File: src/rtl/y_pkg.sv
// Shared constants and types for the Y sample buffer slice.
// Address constants match the Y address arbiter's addressY encoding.
// sample_t is the FIFO entry layout {data, last} at the default sample width.
package y_pkg;

  localparam int ADDR_W   = 11;
  localparam int SAMPLE_W = 8;

  localparam logic [ADDR_W-1:0] Y_ADDR_IDLE  = 11'h3F;
  localparam logic [ADDR_W-1:0] Y_ADDR_FIRST = 11'h40;

  typedef enum logic [1:0] {
    RUN  = 2'd0,
    HOLD = 2'd1,
    REL  = 2'd2
  } rel_state_t;

  typedef struct packed {
    logic [SAMPLE_W-1:0] data;
    logic                last;
  } sample_t;

endpackage

File: src/rtl/y_sample_buffer_if.sv
// Bundle between the Y address arbiter / memory side and the sample buffer.
// master: arbiter, memory and consumer side; slave: the sample buffer.
// Consumer backpressure is out_valid/out_ready; the arbiter side uses EOF/sig.
interface y_sample_buffer_if
  import y_pkg::*;
#(
  parameter int DATA_W = 8
) ();

  logic [ADDR_W-1:0] addressY;
  logic              addr_valid;
  logic [DATA_W-1:0] mem_data;
  logic [DATA_W-1:0] out_data;
  logic              out_last;
  logic              out_valid;
  logic              out_ready;
  logic              EOF;
  logic              sig;
  logic [4:0]        frame_cnt;
  logic              ovf_err;
  logic              seq_err;

  modport master (
    output addressY, addr_valid, mem_data, out_ready,
    input  out_data, out_last, out_valid, EOF, sig, frame_cnt, ovf_err, seq_err
  );

  modport slave (
    input  addressY, addr_valid, mem_data, out_ready,
    output out_data, out_last, out_valid, EOF, sig, frame_cnt, ovf_err, seq_err
  );

endinterface

File: src/rtl/y_sample_fifo.sv
// Synchronous FIFO with wrap-bit pointers and a synchronous flush.
// Latency: a pushed entry is visible at the head the next cycle (no bypass).
// Backpressure: a push while full is dropped unless a pop happens that cycle.
module y_sample_fifo #(
  parameter int DEPTH = 16,
  parameter int WIDTH = 9
) (
  input  logic             clock,
  input  logic             reset,
  input  logic             flush,
  input  logic             push,
  input  logic             pop,
  input  logic [WIDTH-1:0] wr_dat,
  output logic [WIDTH-1:0] rd_dat,
  output logic             full,
  output logic             empty
);

  localparam int AW = $clog2(DEPTH);

  logic [WIDTH-1:0] mem [DEPTH];
  logic [AW:0]      wr_ptr;
  logic [AW:0]      rd_ptr;
  logic             do_push;
  logic             do_pop;

  assign empty   = (wr_ptr == rd_ptr);
  assign full    = (wr_ptr[AW] != rd_ptr[AW]) && (wr_ptr[AW-1:0] == rd_ptr[AW-1:0]);
  assign do_pop  = pop & ~empty;
  // A pop frees the slot the full-case push lands in, so it is accepted.
  assign do_push = push & (~full | do_pop);

  // Pointer update; flush empties the queue without touching storage.
  always_ff @(posedge clock or negedge reset) begin
    if (!reset) begin
      wr_ptr <= '0;
      rd_ptr <= '0;
    end else if (flush) begin
      wr_ptr <= '0;
      rd_ptr <= '0;
    end else begin
      if (do_push) wr_ptr <= wr_ptr + (AW+1)'(1);
      if (do_pop)  rd_ptr <= rd_ptr + (AW+1)'(1);
    end
  end

  // Storage write; no reset needed since empty masks the read port.
  always_ff @(posedge clock) begin
    if (do_push && !flush) mem[wr_ptr[AW-1:0]] <= wr_dat;
  end

  assign rd_dat = empty ? '0 : mem[rd_ptr[AW-1:0]];

endmodule

File: src/rtl/y_sample_buffer.sv
// Captures Y memory read data per issued address into a FIFO and runs frame release.
// Latency: capture MEM_LAT cycles after the strobe, head visible one cycle later.
// Backpressure: out_ready pops the FIFO; EOF holds the arbiter until the frame drains.
module y_sample_buffer
  import y_pkg::*;
#(
  parameter int DATA_W      = 8,
  parameter int DEPTH       = 16,
  parameter int MEM_LAT     = 1,
  parameter int FRAME_WORDS = 1024
) (
  input  logic              clock,
  input  logic              reset,
  input  logic              CompStart,
  y_sample_buffer_if.slave  bus
);

  localparam int              CNT_W    = $clog2(FRAME_WORDS);
  localparam logic [CNT_W-1:0] LAST_IDX = CNT_W'(FRAME_WORDS - 1);

  logic [MEM_LAT-1:0] pipe_vld;
  logic [ADDR_W-1:0]  pipe_addr [MEM_LAT];
  logic [CNT_W-1:0]   word_cnt;
  logic [ADDR_W-1:0]  exp_addr;
  rel_state_t         state;
  rel_state_t         state_nxt;
  logic [4:0]         frame_cnt_q;
  logic               ovf_q;
  logic               seq_q;
  logic               eof;
  logic               is_last;
  logic               cap;
  logic               cap_last;
  logic               pop_eff;
  logic               fifo_full;
  logic               fifo_empty;
  logic [DATA_W:0]    rd_dat;

  assign eof      = (state != RUN);
  // Captures arriving during EOF or a flush are dropped silently.
  assign cap      = pipe_vld[MEM_LAT-1] & ~eof & ~CompStart;
  assign is_last  = (word_cnt == LAST_IDX);
  assign cap_last = cap & is_last;
  assign pop_eff  = bus.out_ready & ~fifo_empty;
  assign exp_addr = Y_ADDR_FIRST + ADDR_W'(word_cnt);

  // Delay the strobe and address to line up with the memory read data.
  always_ff @(posedge clock or negedge reset) begin
    if (!reset) begin
      pipe_vld <= '0;
      for (int i = 0; i < MEM_LAT; i++) pipe_addr[i] <= '0;
    end else if (CompStart) begin
      pipe_vld <= '0;
    end else begin
      pipe_vld[0]  <= bus.addr_valid;
      pipe_addr[0] <= bus.addressY;
      for (int i = 1; i < MEM_LAT; i++) begin
        pipe_vld[i]  <= pipe_vld[i-1];
        pipe_addr[i] <= pipe_addr[i-1];
      end
    end
  end

  // Word position in the frame, sticky error flags and released-frame count.
  always_ff @(posedge clock or negedge reset) begin
    if (!reset) begin
      word_cnt    <= '0;
      ovf_q       <= 1'b0;
      seq_q       <= 1'b0;
      frame_cnt_q <= '0;
    end else if (CompStart) begin
      word_cnt <= '0;
      ovf_q    <= 1'b0;
      seq_q    <= 1'b0;
    end else begin
      if (cap) begin
        word_cnt <= is_last ? '0 : word_cnt + CNT_W'(1);
        if (pipe_addr[MEM_LAT-1] != exp_addr) seq_q <= 1'b1;
        if (fifo_full && !pop_eff) ovf_q <= 1'b1;
      end
      if (state == REL) frame_cnt_q <= frame_cnt_q + 5'd1;
    end
  end

  // Release FSM state register.
  always_ff @(posedge clock or negedge reset) begin
    if (!reset) state <= RUN;
    else        state <= state_nxt;
  end

  // Release FSM next state: hold after the final capture until the FIFO drains.
  always_comb begin
    state_nxt = state;
    if (CompStart) begin
      state_nxt = RUN;
    end else begin
      case (state)
        RUN:     if (cap_last) state_nxt = HOLD;
        HOLD:    if (fifo_empty) state_nxt = REL;
        REL:     state_nxt = RUN;
        default: state_nxt = RUN;
      endcase
    end
  end

  y_sample_fifo #(
    .DEPTH (DEPTH),
    .WIDTH (DATA_W + 1)
  ) u_fifo (
    .clock  (clock),
    .reset  (reset),
    .flush  (CompStart),
    .push   (cap),
    .pop    (bus.out_ready),
    .wr_dat ({bus.mem_data, is_last}),
    .rd_dat (rd_dat),
    .full   (fifo_full),
    .empty  (fifo_empty)
  );

  assign bus.out_data  = rd_dat[DATA_W:1];
  assign bus.out_last  = rd_dat[0];
  assign bus.out_valid = ~fifo_empty;
  assign bus.EOF       = eof;
  assign bus.sig       = (state == REL);
  assign bus.frame_cnt = frame_cnt_q;
  assign bus.ovf_err   = ovf_q;
  assign bus.seq_err   = seq_q;

endmodule

File: src/flat_wrapper.sv
// flat-port wrapper written by rule: the top's interface ports become plain ports
module y_sample_buffer_flat import y_pkg::*;
#(
  parameter int DATA_W      = 8,
  parameter int DEPTH       = 16,
  parameter int MEM_LAT     = 1,
  parameter int FRAME_WORDS = 1024
)
  (clock, reset, CompStart, bus_addressY, bus_addr_valid, bus_mem_data, bus_out_ready, bus_out_data, bus_out_last, bus_out_valid, bus_EOF, bus_sig, bus_frame_cnt, bus_ovf_err, bus_seq_err);
  y_sample_buffer_if #(.DATA_W(DATA_W)) bus_i ();
  input  logic clock;
  input  logic reset;
  input  logic CompStart;
  input wire logic [$bits(bus_i.addressY)-1:0] bus_addressY;
  input wire logic [$bits(bus_i.addr_valid)-1:0] bus_addr_valid;
  input wire logic [$bits(bus_i.mem_data)-1:0] bus_mem_data;
  input wire logic [$bits(bus_i.out_ready)-1:0] bus_out_ready;
  output wire logic [$bits(bus_i.out_data)-1:0] bus_out_data;
  output wire logic [$bits(bus_i.out_last)-1:0] bus_out_last;
  output wire logic [$bits(bus_i.out_valid)-1:0] bus_out_valid;
  output wire logic [$bits(bus_i.EOF)-1:0] bus_EOF;
  output wire logic [$bits(bus_i.sig)-1:0] bus_sig;
  output wire logic [$bits(bus_i.frame_cnt)-1:0] bus_frame_cnt;
  output wire logic [$bits(bus_i.ovf_err)-1:0] bus_ovf_err;
  output wire logic [$bits(bus_i.seq_err)-1:0] bus_seq_err;
  assign bus_i.addressY = bus_addressY;
  assign bus_i.addr_valid = bus_addr_valid;
  assign bus_i.mem_data = bus_mem_data;
  assign bus_i.out_ready = bus_out_ready;
  assign bus_out_data = bus_i.out_data;
  assign bus_out_last = bus_i.out_last;
  assign bus_out_valid = bus_i.out_valid;
  assign bus_EOF = bus_i.EOF;
  assign bus_sig = bus_i.sig;
  assign bus_frame_cnt = bus_i.frame_cnt;
  assign bus_ovf_err = bus_i.ovf_err;
  assign bus_seq_err = bus_i.seq_err;
  y_sample_buffer #(.DATA_W(DATA_W), .DEPTH(DEPTH), .MEM_LAT(MEM_LAT), .FRAME_WORDS(FRAME_WORDS)) u_core (.clock(clock), .reset(reset), .CompStart(CompStart), .bus(bus_i));
endmodule
File: config.mk
export PLATFORM = sky130hd
export DESIGN_NAME = y_sample_buffer_flat
export DESIGN_NICKNAME = d
export VERILOG_FILES = /design/src/rtl/y_pkg.sv /design/src/rtl/y_sample_buffer_if.sv /design/src/rtl/y_sample_fifo.sv /design/src/rtl/y_sample_buffer.sv /design/src/flat_wrapper.sv
export SDC_FILE = /design/constraint.sdc
export NUM_CORES = 1
export LEC_CHECK = 0
export CORE_MARGIN = 4
export CORE_UTILIZATION = 59
export CTS_CLUSTER_SIZE = 24
export DETAILED_ROUTE_END_ITERATION = 8
export PLACE_DENSITY_LB_ADDON = 0.1
export SYNTH_ARGS = -nofsm -noshare
export SYNTH_HDL_FRONTEND = slang
export SYNTH_SLANG_ARGS = --single-unit
File: constraint.sdc
create_clock -name clock -period 2.6 [get_ports clock]
set_input_delay 0.52 -clock clock [delete_from_list [all_inputs] [get_ports clock]]
set_output_delay 0.52 -clock clock [all_outputs]
set_load 0.01 [all_outputs]
==> summary.md <==
| Metric | Value |
|---|---|
| Slew margin rel. | `56.1%` |
| Placed insts | `686` |
| WL met3 | `908 µm` |
| WS Path Type | `register to output port` |
| Routed Antenna Nets | `0` |
| Cells on worst reg2reg path | `7` |
| IO Port Bufs | `42` |
| Core area | `12800 µm²` |
| Pre-CTS WS | `-0.0897 ns` |
| Hold Crit Class | `input pin to async pin` |
| Final Cycle Share | `104%` |
| Later-pin clock latency in the skew report | `0.43 ns` |
| Commonest cells in the synthesized netlist | `edfxtp_1, dfrtp_1, mux4_2` |
| Sinks on Clock Net | `185` |
| Main synth FF type | `edfxtp_1` |
| Post-synth EDFFs | `144` |
| Crit path from | `u_core.u_fifo.rd_ptr[0]$_DFFE_PN0P_` |
| Area leader, netlist | `edfxtp_1` |
| Sequential-to-total area share from yosys stat | `68.6%` |
| Clk root buf | `clkbuf_16` |
| Total of max-cap violations | `0` |
| Num CTS Buffers | `17` |
| RSZ-0062 raised after global routing | `true` |
| Met1 WL | `6590 µm` |
| Status | `complete, but fails checks` |
| Routed wire per std cell | `22.7 µm` |
| DRC Markers | `0` |
| Total gr overflow | `0` |
| Yosys reg bits | `185` |
| Switching power | `1430 µW` |
| Largest cells by area after synthesis | `edfxtp_1, dfrtp_1, mux4_2` |
| Met2 Wirelength | `8740 µm` |
| Final WS setup | `-0.107 ns` |
| Synth Area per Inst | `17.2 µm²` |
| FP Rows | `41` |
| Synth Net Count | `486` |
| Violated checks | `negative setup slack` |
| Mapped cell area | `7800 µm²` |
| Hold Fails Final Rpt | `0` |
| RR Startpoint | `u_core.u_fifo.rd_ptr[0]$_DFFE_PN0P_` |
| Netlist cell types | `51` |
| Initial antenna violation count | `0` |
| Vias post-DR | `4404` |
| Post-route insts no fill | `731` |
| Final setup viols | `7` |
| Clk_skew | `0.00937 ns` |
| Setup crit end kind | `output port` |
| First-pass GRT wire length | `25800 µm` |
| Switching Fraction | `21.8%` |
| Pin count of the biggest net entering global routing | `41` |
| Total GRT Usage | `24.0%` |
| Fin. max-slew vios | `0` |
| Routed vias/inst | `6.02` |
| Die width | `123 µm` |
| Overall routed net length | `16600 µm` |
| Reg clk slew, reported paths | `0.07 ns` |
| Comb pwr share | `11.4%` |
| Area grow syn2layout | `24.2%` |
| DRT iter0 DRCs | `377` |
| Clock Tree Buf Depth | `2` |
| FFs w/ async S/R, synth | `22.2%` |
| Hold_buf cts | `0` |
| Crit path required time | `2.08 ns` |
| Startpoint types | `register` |
| Fmax | `369 MHz` |
| Reg power frac | `49.7%` |
| Global placer's final weighted congestion | `0.827` |
| CP arrival | `2.19 ns` |
| Mapped Cells | `454` |
| Post-detail-place hpwl | `10300 µm` |
| Top layer in use | `met4` |
| Util after Layout | `75.8%` |
| H-tree Lvls | `4` |
| Setup_tns | `-0.515 ns` |
| Share of cells above drive strength 1 | `31.1%` |
| Count leader, synth | `edfxtp_1` |
| CTS tree | `yes` |
| Top-area cell type share of the netlist area | `55.5%` |
| First drt pass iteration count | `5` |
| Die span in y | `123 µm` |
| Power per Cell Area | `677 nW/µm²` |
| Clock Power Share | `38.9%` |
| Pint | `5120 µW` |
| Crit-path max FO | `6` |
| Post-route cell area | `9680 µm²` |
| Worst-Margin Slew | `0.656 ns` |
| Vias in the first global route | `4447` |
| Final nets | `579` |
| Post-DP Area | `8850 µm²` |
| Ys Warns | `0` |
| Top Ports | `43` |
| Initial Util | `61.0%` |
| # diodes | `0` |
| Final critical path time including I/O delays and setup | `2.71 ns` |
| Die area | `15100 µm²` |
| Peak VDD IR | `543 µV` |
| P_leak | `0.00352 µW` |
[state kept, by name, indices dropped and copies added (netlist names)]
| name | cells |
|---|---|
| u_core.u_fifo.rd_ptr | 5 |
| u_core.bus.seq_err | 1 |
| u_core.u_fifo.mem | 144 |
| u_core.pipe_vld | 1 |
| u_core.bus.ovf_err | 1 |
| u_core.word_cnt | 10 |
| u_core.state | 2 |
| u_core.pipe_addr | 11 |
| u_core.u_fifo.wr_ptr | 5 |
| u_core.bus.frame_cnt | 5 |
[area by class of cell]
| type | instances | area [µm²] |
|---|---|---|
| flip-flops and latches | 185 | 5350 |
| fillers | 760 | 3090 |
| multi-input cells | 244 | 2430 |
| repair buffers | 96 | 1090 |
| clock buffers | 17 | 425 |
| well taps | 172 | 215 |
| clock inverters | 14 | 156 |
| inverters | 3 | 11.3 |
[what timing repair did]
| action | CTS | global route |
|---|---|---|
| gates resized for setup | 64 | 12 |
| buffers inserted | 13 | 1 |
| endpoints found under the setup margin | 10 | 10 |
| gates cloned | 1 | 0 |
| pin swaps | 16 | 5 |
| hold endpoints to repair | 0 | 0 |
[layout by cell type (no fill, tap or decap), types with 6 or more instances in the layout]
cell type        count
nor2b_1             15
mux4_2              36
buf_2                8
buf_6               10
nand2b_1             6
and3_1              19
ha_1                 8
nand3_1              6
clkbuf_16           17
dfrtp_1             40
nand4_1              9
nand2_1             10
mux2_2              13
edfxtp_1           144
clkdlybuf4s50_1     31
buf_12              21
xnor2_1              8
mux2_1               6
nor2_1              18
xor2_1              13
a22oi_2             17
buf_4               21
a21oi_1             15
[power groups by stage]
stage	clock network, µW	logic (µW)	registers, µW
final	2550	748	3250
after global routing	2710	803	3260
after CTS	2570	751	3250
after detailed placement	0	637	3320
after global placement	0	627	3310
after floorplan	0	388	3300
[worst paths after layout]
check / slack (ns) / end
max reg2reg: 0.37 / u_core.u_fifo.mem[0][8]$_DFFE_PP_
min reg2reg: 0.47 / u_core.bus.frame_cnt[4]$_DFFE_PN0P_
min in group clock: 0.47 / u_core.bus.frame_cnt[4]$_DFFE_PN0P_
max in group asynchronous: 1.95 / u_core.word_cnt[6]$_DFFE_PN0P_
max: -0.11 / bus_out_data[4]
min: 0.08 / u_core.u_fifo.rd_ptr[2]$_DFFE_PN0P_
[cells by family (layout without fill, tap and decap cells)]
| group | Yosys count | in the layout | share of synthesized area (%) |
|---|---|---|---|
| DFF | 185 | 185 | 68.6 |
| and+or+nand+nor | 102 | 102 | 7.69 |
| muxes | 59 | 59 | 13.7 |
| AOI/OAI and AO/OA | 53 | 53 | 4.70 |
| buffers and inverters | 25 | 130 | 1.57 |
| xor gates and xnor gates | 22 | 22 | 2.47 |
| adders and majority gates | 8 | 8 | 1.28 |
[critical path, stage by stage, from the launching register on]
cell and delay [ns]:
dfrtp_2 0.49, buf_6 0.17, buf_8 0.14, mux4_2 0.51, a22oi_2 0.21, a21oi_1 0.09, buf_2 0.15
[per-stage QoR]
step	hold slack [ns]	total power, µW
floorplan	0.224	3690
global route	0.109	6770
global placement	0.460	3940
detailed placement	0.466	3950
CTS	0.0822	6570
finish	0.0822	6550
[metal layers]
layer / vias to the layer above / global-route usage (%)
li1: 1972 / -
met1: 2274 / 31.1
met2: 130 / 39.9
met3: 28 / 6.04
met4: 0 / 8.54
met5: - / 0
Note: power is estimated with default switching activity, not from simulation.
